File: config.mk
export PLATFORM = sky130hd
export DESIGN_NAME = multi_digit_timer
export DESIGN_NICKNAME = d
export VERILOG_FILES = /design/src/rtl/multi_digit_timer.sv
export SDC_FILE = /design/constraint.sdc
export NUM_CORES = 1
export LEC_CHECK = 0
export CORE_MARGIN = 1.5
export CORE_UTILIZATION = 48
export CTS_CLUSTER_SIZE = 25
export DETAILED_ROUTE_END_ITERATION = 16
export GPL_ROUTABILITY_DRIVEN = 0
export PLACE_DENSITY = 0.81
export SLEW_MARGIN = 20
export SYNTH_ARGS = -nofsm -noshare
export SYNTH_HDL_FRONTEND = slang
export SYNTH_SLANG_ARGS = --single-unit
File: constraint.sdc
create_clock -name clk -period 2.88 [get_ports clk]
set_input_delay 0.576 -clock clk [delete_from_list [all_inputs] [get_ports clk]]
set_output_delay 0.576 -clock clk [all_outputs]
set_load 0.005 [all_outputs]
File: src/rtl/multi_digit_timer.sv
// N-digit BCD up/down timer with per-digit wrap limits, preset load,
// start/stop control and per-digit active-high 7-segment decode.
module multi_digit_timer #(
    parameter int unsigned               NUM_DIGITS   = 4,
    parameter logic [4*NUM_DIGITS-1:0]   DIGIT_LIMITS = 16'h5959
) (
    input  logic                    clk,
    input  logic                    rst,
    input  logic                    tick,
    input  logic                    mode_down,
    input  logic                    start,
    input  logic                    stop,
    input  logic                    load,
    input  logic [4*NUM_DIGITS-1:0] load_value,
    output logic [4*NUM_DIGITS-1:0] digits,
    output logic [8*NUM_DIGITS-1:0] hex_display,
    output logic                    running,
    output logic                    done,
    output logic                    carry_out
);

    typedef enum logic [1:0] {
        IDLE = 2'd0,
        RUN  = 2'd1,
        DONE = 2'd2
    } state_t;

    state_t                    state, state_next;
    logic [4*NUM_DIGITS-1:0]   digits_next;
    logic                      done_next;
    logic                      carry_next;
    logic                      borrow;
    logic                      carry;

    function automatic logic [7:0] seg7(input logic [3:0] v);
        case (v)
            4'd0:    seg7 = 8'b11111100;
            4'd1:    seg7 = 8'b01100000;
            4'd2:    seg7 = 8'b11011010;
            4'd3:    seg7 = 8'b11110010;
            4'd4:    seg7 = 8'b01100110;
            4'd5:    seg7 = 8'b10110110;
            4'd6:    seg7 = 8'b10111110;
            4'd7:    seg7 = 8'b11100000;
            4'd8:    seg7 = 8'b11111110;
            4'd9:    seg7 = 8'b11110110;
            default: seg7 = 8'b00000010;
        endcase
    endfunction

    always_comb begin
        state_next  = state;
        digits_next = digits;
        done_next   = 1'b0;
        carry_next  = 1'b0;
        borrow      = 1'b0;
        carry       = 1'b0;
        if (load) begin
            state_next = IDLE;
            for (int unsigned i = 0; i < NUM_DIGITS; i++) begin
                if (load_value[4*i +: 4] > DIGIT_LIMITS[4*i +: 4])
                    digits_next[4*i +: 4] = DIGIT_LIMITS[4*i +: 4];
                else
                    digits_next[4*i +: 4] = load_value[4*i +: 4];
            end
        end else begin
            case (state)
                IDLE: if (start) state_next = RUN;
                RUN: begin
                    if (stop) begin
                        state_next = IDLE;
                    end else if (tick) begin
                        if (mode_down) begin
                            // Zero before the tick means the countdown already expired.
                            if (digits == '0) begin
                                state_next = DONE;
                                done_next  = 1'b1;
                            end else begin
                                borrow = 1'b1;
                                for (int unsigned i = 0; i < NUM_DIGITS; i++) begin
                                    if (borrow) begin
                                        if (digits_next[4*i +: 4] == 4'd0) begin
                                            digits_next[4*i +: 4] = DIGIT_LIMITS[4*i +: 4];
                                        end else begin
                                            digits_next[4*i +: 4] = digits_next[4*i +: 4] - 4'd1;
                                            borrow = 1'b0;
                                        end
                                    end
                                end
                                if (digits_next == '0) begin
                                    state_next = DONE;
                                    done_next  = 1'b1;
                                end
                            end
                        end else begin
                            carry = 1'b1;
                            for (int unsigned i = 0; i < NUM_DIGITS; i++) begin
                                if (carry) begin
                                    if (digits_next[4*i +: 4] >= DIGIT_LIMITS[4*i +: 4]) begin
                                        digits_next[4*i +: 4] = 4'd0;
                                    end else begin
                                        digits_next[4*i +: 4] = digits_next[4*i +: 4] + 4'd1;
                                        carry = 1'b0;
                                    end
                                end
                            end
                            carry_next = carry;
                        end
                    end
                end
                DONE:    ;
                default: state_next = IDLE;
            endcase
        end
    end

    always_ff @(posedge clk or posedge rst) begin
        if (rst) begin
            state     <= IDLE;
            digits    <= '0;
            done      <= 1'b0;
            carry_out <= 1'b0;
            running   <= 1'b0;
        end else begin
            state     <= state_next;
            digits    <= digits_next;
            done      <= done_next;
            carry_out <= carry_next;
            running   <= (state_next == RUN);
        end
    end

    always_comb begin
        hex_display = '0;
        for (int unsigned i = 0; i < NUM_DIGITS; i++)
            hex_display[8*i +: 8] = seg7(digits[4*i +: 4]);
    end

endmodule

# Word-level counts from Yosys, hierarchy flattened
# Memories as Yosys holds them, arrays and structs flattened.
# Index checks and enable logic that the tools add are counted.
# totals
ff_bits	21
romBits	448
in_bits	23
output_inout_bits	51
word_cells	162
mem_count	4
# op_classes
n_addsub	8
magnitude_cmp	8
eq_ne	5
muxes	113
n_reduce_logical	16
# mem_list
memory	depth	width	rd	rd_clocked_by_memory_dff	write_ports	line_no	text
(no name shown)	16	7	1	0	0	36	case (v)
(no name shown)	16	7	1	0	0	36	
(no name shown)	16	7	1	0	0	36	
(no name shown)	16	7	1	0	0	36	
# ops
cell	count
4-bit two-way mux	42
16-bit two-way mux	6
1-bit two-way mux	57
16-bit logical NOT	2
4-bit by 1-bit adder with 4-bit output (second input constant)	4
4-bit logical NOT	4
4-bit by 1-bit subtractor with 4-bit output (second input constant)	4
5-bit AND reduction	3
2-bit two-way mux	7
3-bit nonzero test	3
4-bit by 3-bit greater-or-equal comparator with 1-bit output (second input constant)	2
4-bit greater-or-equal comparator (second input constant)	2
4-bit by 3-bit > comparator with 1-bit output (second input constant)	2
4-bit > comparator (second input constant)	2
2-bit case mux with 3 select lines	1
2-bit by 1-bit == test with 1-bit output (second input constant)	2
4-bit AND reduction	1
2-bit nonzero test	2
3-bit inequality test (second input constant)	1
2-bit == test (second input constant)	1
2-bit logical NOT	1
2-bit by 1-bit inequality test with 1-bit output (second input constant)	1

# Logic depth before layout (Yosys ltp)
# Gate-level depths: netlist of the first run.
# logic_depth
word_depth	38
ltp_mapped	8
depth_no_buf	7

# Least setup slack after synthesis of the first run
# OpenSTA, ideal clock, no wires.
# synth_path
kind	register -> register
startpoint	register digits[0]
endpoint	register digits[12]
setup_time_ps	121
arrival_time_ps	2377
required_ps	2759
setup_slack_ps	382
path_stages_with_launch	8
path_buffers	0
synth_period_minus_slack_ps	2498
path_cell_list	dfrtp_1 > inv_1 > ha_1 > nor3b_1 > o21a_1 > or4b_1 > or3_1 > o22a_1
# synth_between
elab_chain_cells	35
# synth_lines
item	line_no	text
start: declaration	15	output logic [4*NUM_DIGITS-1:0] digits,
start signal: assignment	126	digits <= digits_next;
4-bit logical NOT	82	if (digits_next[4*i +: 4] == 4'd0) begin
1-bit two-way mux	82	
1-bit two-way mux	75	if (digits == '0) begin
1-bit two-way mux	73	if (mode_down) begin
1-bit two-way mux	72	end else if (tick) begin
1-bit two-way mux	70	if (stop) begin
1-bit two-way mux	67	case (state)
1-bit two-way mux	58	if (load) begin
(+19 left out)	--	
4-bit two-way mux	67	
4-bit two-way mux	58	
16-bit two-way mux	75	
16-bit two-way mux	73	
16-bit two-way mux	72	
16-bit two-way mux	70	
16-bit two-way mux	67	
16-bit two-way mux	58	
# Several ways; a longest one is shown, not always the timed one. The select of a mux whose other input is x is not followed.
# A chain may end at the register's enable or synchronous reset.

# Worst setup path after layout of the first run
# layout_path
startpoint	register digits[8]
endpoint	output hex_display[18]
# layout_between
elab_chain_cells	1
# layout_lines
item	line_no	text
memory 16 x 7 bit	--	
end: declaration	16	output logic [8*NUM_DIGITS-1:0] hex_display,
# No other way between the ends.

==> reports/metrics.cfg, run 1 <==
[timing]
hold_viol_final = 0
fin_setup_tns_ns = 0
rsz0062_at_grt = no
fin_crit_sh = 0.944
max_freq_mhz = 368
drv_slew = 0
maxSlewHeadroom = 0.447
clock_skew_ns = 0.00259
setup-violations-final = 0
min_period_ns = 2.72
tightestPinTransition_ns = 0.829

[logic_synthesis]
yosys.cell_types.count = 59
synth_edf_count = 0
synth_area_sq_um = 2500
synth_seq_area_share = 0.210
ys_async_sr_fraction = 1.00
synth_compound_area_frac = 0.324
synth_warnings = 0
synthAdderAreaFrac = 0.150
muxShareOfSynthArea = 0.00400
synth_top_flop_cell = dfrtp_1
synth_seq_cells = 21
synth-simple-area-share = 0.241
synth_xor_area_frac = 0.00350
synth_top_family_by_area = compound AO/OA/AOI/OAI gates
avgSynthCellArea_sq_um = 7.51
syn_inst = 333

[power]
p_per_area_nw_per_um2 = 743
vdd_ir_drop_max_v = 0.000513
leakagePower_nw = 1.42
finalPower_w = 0.00252

[cts]
clk_latency_ns = 0.27
clock_path_buffers = 2
hold_buffers = 0
clkSlewWorstSetupHoldPaths_ns = 0.08
cts_resized = 0
cts_max_level = 1
cts_buffers = 3
clkSinkCount = 21
post_cts_buffers = 0
cts_tree = built
root_buffer = clkbuf_8

[detailed_routing]
drt-total-wl_mm = 7.40
remaining_drc_errors = 0
vias_per_cell = 5.97
wire_per_inst_um = 15.5
num_vias = 2860
drt_first_pass_iters = 5
ant_nets = 0
drtIter0Drc = 258

[critical_path]
crit_fanout = 8
crit_arrival_ns = 2.14
cp_data_required_time_ns = 2.30
crit_path_end_kind = output pin
critical_path_class = reg -> out
start_kind = flip-flop

[die]
core_area_sq_um = 5070
rows = 26
die_h_um = 75.2
ios = 74
die-area_sq_um = 5660
start_util = 0.493
die_w_um = 75.2

[run_status]
status = finished, final reports clean

[global_routing]
grt_overflow_total = 0
antenna_found_initial = 0
grt_pass1_vias = 2585
grt_use_total = 0.261
grt_start_max_net_pins = 22
grt_pass1_wl_mm = 11.7

[layout]
nNetsFinal = 463
area_growth_pct = 35.6
fillers = 471
final_layout_size_suffix_gt1_frac = 0.0782
mostFrequentLayoutCells = 69 x clkdlybuf4s50_1, 45 x o21ai_0, 30 x ha_1
antenna_cells = 0
layout_commonest_cell = clkdlybuf4s50_1

[placement]
hpwl_mm = 5.46
io_buffers = 69

[min_path]
hold_path_class = reg -> reg

[flow_run]
drv_cap = 0

final cells by class:
type	instances	area, sq um	area share
clock buffer	4	45.0	0.0133
sequential	21	526	0.155
tap	70	87.6	0.0258
multi-input combinational	276	1820	0.537
inverter	19	71.3	0.0210
timing repair buffer	89	841	0.248
cell usage after synthesis (all sizes together) (3+ instances only):
cell | count | share of area
o21ai | 46 | 0.094
ha | 30 | 0.15
nand2 | 29 | 0.043
a21oi | 26 | 0.052
nor2 | 23 | 0.034
dfrtp | 21 | 0.21
inv | 18 | 0.027
clkbuf | 13 | 0.020
o31ai | 10 | 0.030
nor2b | 9 | 0.022
a31oi | 7 | 0.017
buf | 7 | 0.018
nor3b | 7 | 0.023
a211oi | 5 | 0.015
a21o | 5 | 0.015
nand2b | 5 | 0.013
nand3 | 5 | 0.010
nor3 | 5 | 0.010
o22ai | 5 | 0.013
nand4 | 4 | 0.010
nor4b | 4 | 0.014
o21a | 4 | 0.012
a211o | 3 | 0.011
a221oi | 3 | 0.011
or2 | 3 | 0.0075
or3 | 3 | 0.0075
or3b | 3 | 0.012
flip-flops by register name, indices dropped and copies added (netlist names):
name and flops:
running 1, state 2, digits 16, carry_out 1, done 1
worst max-delay path: stages, from the launching register on:
cell and delay, ns:
dfrtp_1 0.39, inv_1 0.15, ha_1 0.34, nor2b_1 0.26, o21ai_0 0.12, o31ai_1 0.07
clkdlybuf4s50_1 0.53
path summary, 6_finish.rpt:
| check | from | endpoint | slack (ns) | depth (start not counted) |
|---|---|---|---|---|
| max | digits[8] | hex_display[18] | 0.16 | 6 |
| min | state[1] | state[1] | 0.59 | 2 |
| max reg2reg | digits[0] | digits[14] | 0.34 | 8 |
| min reg2reg | state[1] | state[1] | 0.59 | 2 |
| max in group asynchronous | rst | digits[6] | 1.60 | 2 |
| min in group asynchronous | rst | digits[5] | 0.77 | 2 |
layer usage:
metal,GRT usage,share of wire,up-vias
li1,-,-,1375
met1,0.353,0.44,1331
met2,0.425,0.47,135
met3,0.0375,0.069,19
met4,0.0972,0.021,0
met5,0,0,-
per-stage QoR:
step | cells | utilization | setup WS (ns) | cell area (sq um) | hold slack (ns)
final | 479 | 0.669 | 0.160 | 3390 | 0.585
after global placement | 475 | 0.660 | 0.208 | 3350 | 0.560
after global routing | 479 | 0.669 | 0.0260 | 3390 | 0.613
after detailed placement | 475 | 0.660 | 0.183 | 3350 | 0.574
after CTS | 479 | 0.669 | 0.204 | 3390 | 0.588
after floorplan | 336 | - | 0.382 | 2510 | 0.528
where the power goes:
part,internal [W],switching (W),leakage [nW]
Sequential,0.000358,0.0000982,0.269
Combinational,0.000952,0.000909,1.13
Clock,0.0000989,0.000103,0.0228
Total,0.00141,0.00111,1.42
logic make-up (layout without fill, tap and decap cells):
| group | count (synthesis) | after routing |
|---|---|---|
| other | 1 | 4 |
| multiplexers | 1 | 1 |
| adder cells (fa/ha/maj) | 30 | 30 |
| AO/OA/AOI/OAI | 130 | 130 |
| buffers and inverters | 39 | 112 |
| XOR/XNOR | 1 | 1 |
| flip-flops | 21 | 21 |
| AND/OR/NAND/NOR | 110 | 110 |
Note: power is estimated with default switching activity, not from simulation.
==> run 2: changes to the inputs <==
--- a/config.mk
+++ b/config.mk
@@ -5,12 +5,14 @@
 export SDC_FILE = /design/constraint.sdc
 export NUM_CORES = 1
 export LEC_CHECK = 0
+export CAP_MARGIN = 20
 export CORE_MARGIN = 1.5
 export CORE_UTILIZATION = 48
+export CTS_BUF_LIST = sky130_fd_sc_hd__clkbuf_16
 export CTS_CLUSTER_SIZE = 25
 export DETAILED_ROUTE_END_ITERATION = 16
 export GPL_ROUTABILITY_DRIVEN = 0
-export PLACE_DENSITY = 0.81
+export PLACE_DENSITY = 0.85
 export SLEW_MARGIN = 20
 export SYNTH_ARGS = -nofsm -noshare
 export SYNTH_HDL_FRONTEND = slang
==> run 2 against run 1 <==
Net effect: wire length is 1.9% higher; first-iteration DRC count up 7.4%; clock power increased by 52%; critical path depth stayed put; cell area rose by 1.0%; register-to-register slack lost 0.10 ns; core utilization up 0.69 points; hold slack lost 0.014 ns; combinational power about the same; sequential power increased by 2%; critical endpoint is now hex_display[2].
==> reports/metrics.cfg, run 2 (same netlist as run 1, synthesis figures left out) <==
[critical_path]
critical_path_class = reg -> out
crit_arrival_ns = 2.13
r2r_cells = 8
r2r_slack_ns = 0.24
cp_data_required_time_ns = 2.30
crit_fanout = 8
crit_path_end_kind = output pin
r2r-end = digits[14]
start_kind = flip-flop
timing.rr.start = digits[1]

[detailed_routing]
vias_per_cell = 6.10
drt_first_pass_iters = 5
drtIter0Drc = 277
num_vias = 2921
wire_per_inst_um = 15.7
ant_nets = 0
drt-total-wl_mm = 7.54
remaining_drc_errors = 0

[global_routing]
grt_use_total = 0.263
grt_start_max_net_pins = 22
antenna_found_initial = 0
grt_pass1_vias = 2598
grt_overflow_total = 0
grt_pass1_wl_mm = 11.7

[min_path]
hold_start = state[0]
min_path_cells = 2
holdPathEnd = state[1]
hold_path_class = reg -> reg

[placement]
dp.cells = 475
io_buffers = 69
dpl_cell_area_sq_um = 3350
hpwl_mm = 5.53

[flow_run]
drv_cap = 0

[layout]
fillers = 445
area_growth_pct = 37.0
mostFrequentLayoutCells = 69 x clkdlybuf4s50_1, 45 x o21ai_0, 30 x ha_1
regMostFlops = digits
layoutNonFillerInstCount = 479
nNetsFinal = 463
antenna_cells = 0
layout_commonest_cell = clkdlybuf4s50_1
largest_reg_flops = 16
fin_area_sq_um = 3430
top_regs = digits: 16 flops, state: 2 flops
final_layout_size_suffix_gt1_frac = 0.0807

[timing]
setup-violations-final = 0
min_period_ns = 2.71
drv_slew = 0
tightestPinTransition_ns = 0.808
fin_crit_sh = 0.941
clock_skew_ns = 0.00601
fin_setup_tns_ns = 0
rsz0062_at_grt = no
maxSlewHeadroom = 0.461
max_freq_mhz = 369
hold_viol_final = 0
whs_ns = 0.571

[power]
p_per_area_nw_per_um2 = 764
leakagePower_nw = 1.44
vdd_ir_drop_max_v = 0.000524

[cts]
root_buffer = clkbuf_16
clkSlewWorstSetupHoldPaths_ns = 0.06
clk_latency_ns = 0.26
cts_buffers = 3
hold_buffers = 0
post_cts_buffers = 0
clock_path_buffers = 2
cts_resized = 0
cts_tree = built
cts_max_level = 1
clkSinkCount = 21

[die]
start_util = 0.493
core_area_sq_um = 5070
die_h_um = 75.2
die-area_sq_um = 5660
rows = 26
ios = 74
die_w_um = 75.2

[run_status]
status = finished, final reports clean

run 2: critical path: stages (launching register included):
cell             delay (ns)
dfrtp_1                0.38
inv_1                  0.20
ha_1                   0.36
nor2b_1                0.25
o21ai_0                0.12
nand2_1                0.07
clkdlybuf4s50_1        0.50
run 2: final cells by class:
cell class / count / area (sq um) / share of cell area
sequential: 21 / 526 / 0.153
clock inverter: 1 / 5.00 / 0.00146
multi-input combinational: 276 / 1820 / 0.532
tap: 70 / 87.6 / 0.0255
clock buffer: 3 / 75.1 / 0.0219
inverter: 19 / 71.3 / 0.0208
timing repair buffer: 89 / 841 / 0.245
run 2: per-layer routing:
metal  vias to the layer above  part of all wire  global-route usage
li1                       1382                 -                   -
met1                      1373              0.42               0.337
met2                       142              0.48               0.441
met3                        24             0.073              0.0361
met4                         0             0.027               0.115
met5                         -                 0                   0
run 2: power by group:
group          switching, W  total [W]  internal (W)  leakage [nW]
clock              0.000120   0.000307      0.000187        0.0409
sequential         0.000109   0.000468      0.000359         0.269
combinational      0.000895    0.00184      0.000950          1.13
run 2: how the worst max path moves through the flow:
stage	startpoint	to	slack, ns	depth (start not counted)
floorplan	digits[0]	digits[12]	0.38	7
global placement	load	digits[12]	0.17	6
detailed placement	load	digits[12]	0.10	6
CTS	digits[1]	hex_display[2]	0.21	6
global route	digits[6]	hex_display[11]	0.06	5
finish	digits[1]	hex_display[2]	0.17	6
run 2: per-stage QoR:
step | setup slack (ns) | util | total power, W
finish | 0.171 | 0.676 | 0.00262
global route | 0.0607 | 0.676 | 0.00283
CTS | 0.209 | 0.676 | 0.00260
detailed placement | 0.103 | 0.660 | 0.00229
global placement | 0.167 | 0.660 | 0.00225
floorplan | 0.382 | - | 0.00140
